### src/rtl/mem_access_unit.sv
// rtl/mem_access_unit.sv - data-memory access sequencer with timed reads, read-modify-write sub-word stores and MDR
module mem_access_unit #(
  parameter int LATENCY = 1
) (
  input  logic        clk,
  input  logic        reset,
  input  logic        start,
  input  logic        write,
  input  logic [1:0]  size,
  input  logic [31:0] addr,
  input  logic [31:0] store_data,
  output logic [31:0] mem_addr,
  output logic        mem_wr,
  output logic [31:0] mem_wdata,
  input  logic [31:0] mem_rdata,
  output logic [31:0] mdr,
  output logic        busy,
  output logic        done,
  output logic        fault
);

  typedef enum logic [1:0] {S_IDLE, S_RD, S_WR, S_DONE} state_t;

  localparam logic [3:0] CNT_INIT = 4'(LATENCY - 1);
  localparam logic [1:0] SZ_WORD  = 2'b00;
  localparam logic [1:0] SZ_HALF  = 2'b01;
  localparam logic [1:0] SZ_INVAL = 2'b11;

  state_t      state_q, state_d;
  logic [31:0] addr_q, addr_d;
  logic [1:0]  size_q, size_d;
  logic        write_q, write_d;
  logic [31:0] sdata_q, sdata_d;
  logic [3:0]  cnt_q, cnt_d;
  logic [31:0] merge_q, merge_d;
  logic [31:0] mdr_q, mdr_d;

  always_ff @(posedge clk or posedge reset) begin
    if (reset) begin
      state_q <= S_IDLE;
      addr_q  <= '0;
      size_q  <= '0;
      write_q <= 1'b0;
      sdata_q <= '0;
      cnt_q   <= '0;
      merge_q <= '0;
      mdr_q   <= '0;
    end else begin
      state_q <= state_d;
      addr_q  <= addr_d;
      size_q  <= size_d;
      write_q <= write_d;
      sdata_q <= sdata_d;
      cnt_q   <= cnt_d;
      merge_q <= merge_d;
      mdr_q   <= mdr_d;
    end
  end

  always_comb begin
    state_d = state_q;
    addr_d  = addr_q;
    size_d  = size_q;
    write_d = write_q;
    sdata_d = sdata_q;
    cnt_d   = cnt_q;
    merge_d = merge_q;
    mdr_d   = mdr_q;
    case (state_q)
      S_IDLE: begin
        if (start) begin
          addr_d  = addr;
          size_d  = size;
          write_d = write;
          sdata_d = store_data;
          cnt_d   = CNT_INIT;
          if (size == SZ_INVAL)
            state_d = S_DONE;
          else if (write && size == SZ_WORD)
            state_d = S_WR;
          else
            state_d = S_RD;
        end
      end
      S_RD: begin
        if (cnt_q == 4'd0) begin
          if (!write_q) begin
            mdr_d   = mem_rdata;
            state_d = S_DONE;
          end else begin
            // Sub-word store: keep the upper bytes of the current word, splice in the operand.
            if (size_q == SZ_HALF)
              merge_d = {mem_rdata[31:16], sdata_q[15:0]};
            else
              merge_d = {mem_rdata[31:8], sdata_q[7:0]};
            state_d = S_WR;
          end
        end else begin
          cnt_d = cnt_q - 4'd1;
        end
      end
      S_WR:    state_d = S_DONE;
      S_DONE:  state_d = S_IDLE;
      default: state_d = S_IDLE;
    endcase
  end

  assign mem_addr  = addr_q;
  assign mem_wr    = (state_q == S_WR);
  assign mem_wdata = mem_wr ? ((size_q == SZ_WORD) ? sdata_q : merge_q) : 32'd0;
  assign mdr       = mdr_q;
  assign busy      = (state_q == S_RD) || (state_q == S_WR);
  assign done      = (state_q == S_DONE);
  assign fault     = done && (size_q == SZ_INVAL);

endmodule

### config.mk
export PLATFORM = sky130hd
export DESIGN_NAME = mem_access_unit
export DESIGN_NICKNAME = d
export VERILOG_FILES = /design/src/rtl/mem_access_unit.sv
export SDC_FILE = /design/constraint.sdc
export NUM_CORES = 1
export LEC_CHECK = 0
export ABC_AREA = 0
export ABC_CLOCK_PERIOD_IN_PS = 5500
export BUFFER_PORTS_ARGS = -buffer_cell sky130_fd_sc_hd__buf_2
export CAP_MARGIN = 20
export CELL_PAD_IN_SITES_DETAIL_PLACEMENT = 2
export CELL_PAD_IN_SITES_GLOBAL_PLACEMENT = 2
export CORE_UTILIZATION = 32
export CTS_CLUSTER_DIAMETER = 150
export DETAILED_ROUTE_END_ITERATION = 6
export PLACE_DENSITY_LB_ADDON = 0.1
export SYNTH_ARGS = -nofsm -noshare
export SYNTH_HDL_FRONTEND = slang
export SYNTH_SLANG_ARGS = --single-unit
### constraint.sdc
create_clock -name clk -period 5.5 [get_ports clk]
set_clock_uncertainty 0.05 [all_clocks]
set_input_delay 0.275 -clock clk [delete_from_list [all_inputs] [get_ports clk]]
set_output_delay 0.275 -clock clk [all_outputs]
set_load 0.1 [all_outputs]
---- Word level (Yosys, flattened, before mapping) ----
Index checks and enable logic that the tools add are counted.
storage, ports and cells
  flip-flop bits (word level) ............. 137
  bits of input ports ..................... 102
operators by class
  add/subtract/negate cells ............... 1
  eq/ne operators ......................... 9
  mux-type cells .......................... 12
  bitwise operators ....................... 1
  reductions and logical operators ........ 13
operators by type and width
  operator               count
  $mux W32               2
  $mux W16               1
  $reduce_and A3 Y1      3
  $eq A2 B2 Y1 const B   4
  $mux W2                4
  $mux W4                2
  $pmux W2 S4            1
  $pmux W4 S2            1
  $logic_not A2 Y1       3
  $ne A2 B2 Y1 const B   3
  $eq A2 B1 Y1 const B   2
  $logic_not A4 Y1       1
  $reduce_and A2 Y1      2
  $sub A4 B1 Y4 const B  1
  $logic_and A1 B1 Y1    2
  $reduce_bool A2 Y1     1
  $logic_or A1 B1 Y1     1
  $mux W1                1
  $not A1 Y1             1

---- Logic depth before layout (Yosys ltp) ----
  word-level depth ........................ 6
  depth in mapped cells ................... 7

---- Worst setup path after synthesis ----
No wires, ideal clock.
  path kind ............................... register -> output
  start point ............................. register state_q[0]
  end point ............................... output port mem_wdata[10]
  data arrival time ....................... 3.871 ns
  path slack .............................. 1.304 ns
  cell stages (with the launch flop) ...... 5
  buffers on the path ..................... 1
  cells stage by stage .................... dfrtp_1 > inv_1 > ha_1 > clkbuf_1 > a21boi_0
on the way
  word-level cells in the longest chain between the ends .. 2
RTL lines
  what                    RTL line  text
  start, declared         29        state_t state_q, state_d;
  start signal, assigned  49        state_q <= state_d;
  $eq A2 B2 Y1            109       assign mem_wr = (state_q == S_WR);
  via mem_wr              13        output logic mem_wr,
  $mux W32                110       assign mem_wdata = mem_wr ? ((size_q == SZ_WORD) ? sdata_q : merge_q) : 32'd0;
  end, declared           14        output logic [31:0] mem_wdata,
The timed path passes the listed nets, and every way through them passes these cells.

---- Worst setup path after layout ----
  start point ............................. register state_q[0]
  end point ............................... output port mem_wdata[11]
on the way
  word-level cells in the longest chain between the ends .. 2
RTL lines
  what          RTL line
  $eq A2 B2 Y1  109
  $mux W32      110
Every way passes these cells.

==> metrics.txt <==
initial antenna violation count 1; Synth Cell Area 0.00595 mm2; Synth area leader dfrtp_1; Final Hold Fails 35; Max stage delay on crit path 610 ps; grt met2 use 0.321; Synth area leaders dfrtp_1 (58%), mux2_2 (23%), nand2_1 (4.9%), a21boi_0 (4.0%), mux2i_1 (1.8%); CP max stage cell ha_1; largest net degree at the start of global routing 95; Syn Area/Cell 12.9 um2; layout overhead on the synthesized area 30.2%; Buf/Inv on CP 3; Ys Warns 0; core area 0.0181 mm2; FILL cells 1862; n_diodes 0; Final period util 0.564; antenna-violating nets left 0; worst reg-to-reg path cell count 6; CTS Sinks 137; critical path data arrival time around 2800 ps; CTS H-Tree Depth 4; Final TNS setup 0 ps; CP cell instances inv_1 -> ha_1 -> buf_4 -> a21boi_0 -> buf_2; share of layout cells above drive strength 1 0.544; R2R Setup Slk 2790 ps; hold_ws -49.1 ps; critical path type reg2out; HPWL Detailed between 10 and 15 mm; Worst Hold Class in2async; share of the yosys chip area belonging to registers 0.576; post-CTS setup buffers 0; status finished with violations; routed wire length 16.8 mm; count of cell types in the netlist 29; CTS root buf clkbuf_16; hold buffer count at cts 0; post-cts sizing count 0; wire per inst 18.6 um; GR Overflow Total 0; IO Pins 202; Final Setup Violations 0; Vias/cell 4.88; CP startpoint kind flop; First-pass DRT Iterations 6; clock latency on the worst-skew pair 420 ps; max cap viols 0; setup ws final 2400 ps; DR DRC count 26; Syn Nets 571; Port Buffers 201; first-pass GRT wire length between 20 and 30 mm; min Tclk post-route 3100 ps; grt met3 use 0.0727; delay-heaviest family, CP buffers and inverters; Critical R2R Capture mdr[11]; Die Ht 138 um; RSZ-0062 raised after global routing no; worst-margin pin slew between 1000 and 1500 ps; Place WS 2740 ps; Iteration-0 DRC Markers 146; Longest Clk Path Bufs 2; All-Layer GR Usage 0.186; clock transition at the registers of the reported paths 70 ps; Initial Utilization 0.329; fmax 323 MHz; Slew Viols, Final 0; failing checks DRC, hold timing; CTS tree built; reg-to-reg startpoint state_q[1]; die width between 100 and 150 um; gpl congestion 0.725; Nets just under 800; busiest grt layer met2; met1 Use GR 0.211; Yosys reg bits 137; std cell rows 49; Synth Instances 462; post-synth top area share 0.576; CP endpoint kind output pin; vias in the first global route 5042; Worst EP required approximately 5200 ps; CTS Buf Count 17; Max-slew headroom 0.321; die area 0.0192 mm2; Vias 4400; critical path fanouts, max 18
layout make-up:
class | count | area (um2) | area share
Clock buffer | 17 | 425 | 0.0549
Inverter | 7 | 31.3 | 0.00404
Sequential cell | 137 | 3430 | 0.442
Timing Repair Buffer | 205 | 1060 | 0.136
Multi-Input combinational cell | 292 | 2390 | 0.308
Tap cell | 229 | 287 | 0.0370
Clock inverter | 15 | 134 | 0.0173
Yosys cell counts:
cell type and number:
o21ai_0 11, a31oi_1 1, inv_1 6, buf_2 7
a21oi_1 4, ha_1 7, nand2_1 77, nor3_1 3
nor2b_1 2, mux2_2 121, nand3_1 4, nor4_1 1
nand2b_1 2, inv_2 1, nand3b_1 1, clkbuf_1 16
and3_1 1, buf_6 3, nor3b_4 1, nor2_1 5
dfrtp_1 137, mux2_1 3, a21boi_0 32, nor3_4 1
or2_2 1, a22o_1 1, o31ai_1 1, mux2i_1 11
o221ai_1 1
worst max path at each step:
stage,cells past startpoint,from,endpoint
floorplan,4,state_q[0],mem_wdata[10]
global placement,5,state_q[0],mem_wdata[11]
finish,5,state_q[0],mem_wdata[11]
global route,5,state_q[0],mem_wdata[11]
CTS,5,state_q[0],mem_wdata[11]
detailed placement,6,state_q[1],mdr[11]
through the flow:
step	cells	hold slack (ps)	util	instance area, um2
after floorplan	462	348	-	5950
after global placement	869	413	0.396	7160
after detailed placement	869	429	0.396	7160
after CTS	901	8.49	0.427	7720
after global routing	902	8.30	0.429	7750
final	902	-49.1	0.429	7750
layer usage:
| metal | share of wire | vias up |
|---|---|---|
| li1 | - | 1993 |
| met1 | 0.41 | 2252 |
| met2 | 0.50 | 139 |
| met3 | 0.082 | 14 |
| met4 | 0.0088 | 2 |
| met5 | 0.00078 | - |
worst register-to-register path, delay by kind of cell (launching register included):
family                     cells  cell delay, ps
DFF                            1             420
muxes                          1             390
and+or+nand+nor                1             630
adders and majority gates      1             340
buffers and inverters          3             770
cells by family (layout without fill, tap and decap cells):
group | after synthesis | count (layout) | share of synthesized area
DFF | 137 | 137 | 0.576
muxes | 135 | 135 | 0.253
and+or+nand+nor | 99 | 99 | 0.0721
AOI/OAI and AO/OA | 51 | 51 | 0.0582
buffers and inverters | 33 | 244 | 0.0261
adders and majority gates | 7 | 7 | 0.0147
placed cells by master, fill, tap and decap left out, drive strengths merged, types with 2 or more instances in the layout:
cell type  instances
buf              205
dfrtp            137
mux2             124
nand2             77
a21boi            32
clkbuf            17
inv               16
mux2i             11
o21ai             11
ha                 7
nor2               5
clkinv             5
a21oi              4
nand3              4
nor3               4
nand2b             2
nor2b              2
sequential cells by signal, summed over array words and instances (netlist names):
name,flops
mdr,32
mem_addr,32
merge_q,32
sdata_q,32
cnt_q,4
size_q,2
state_q,2
write_q,1
Power is not shown: default switching activity piles up to over one toggle a cycle in this logic, so the estimate is an artifact.
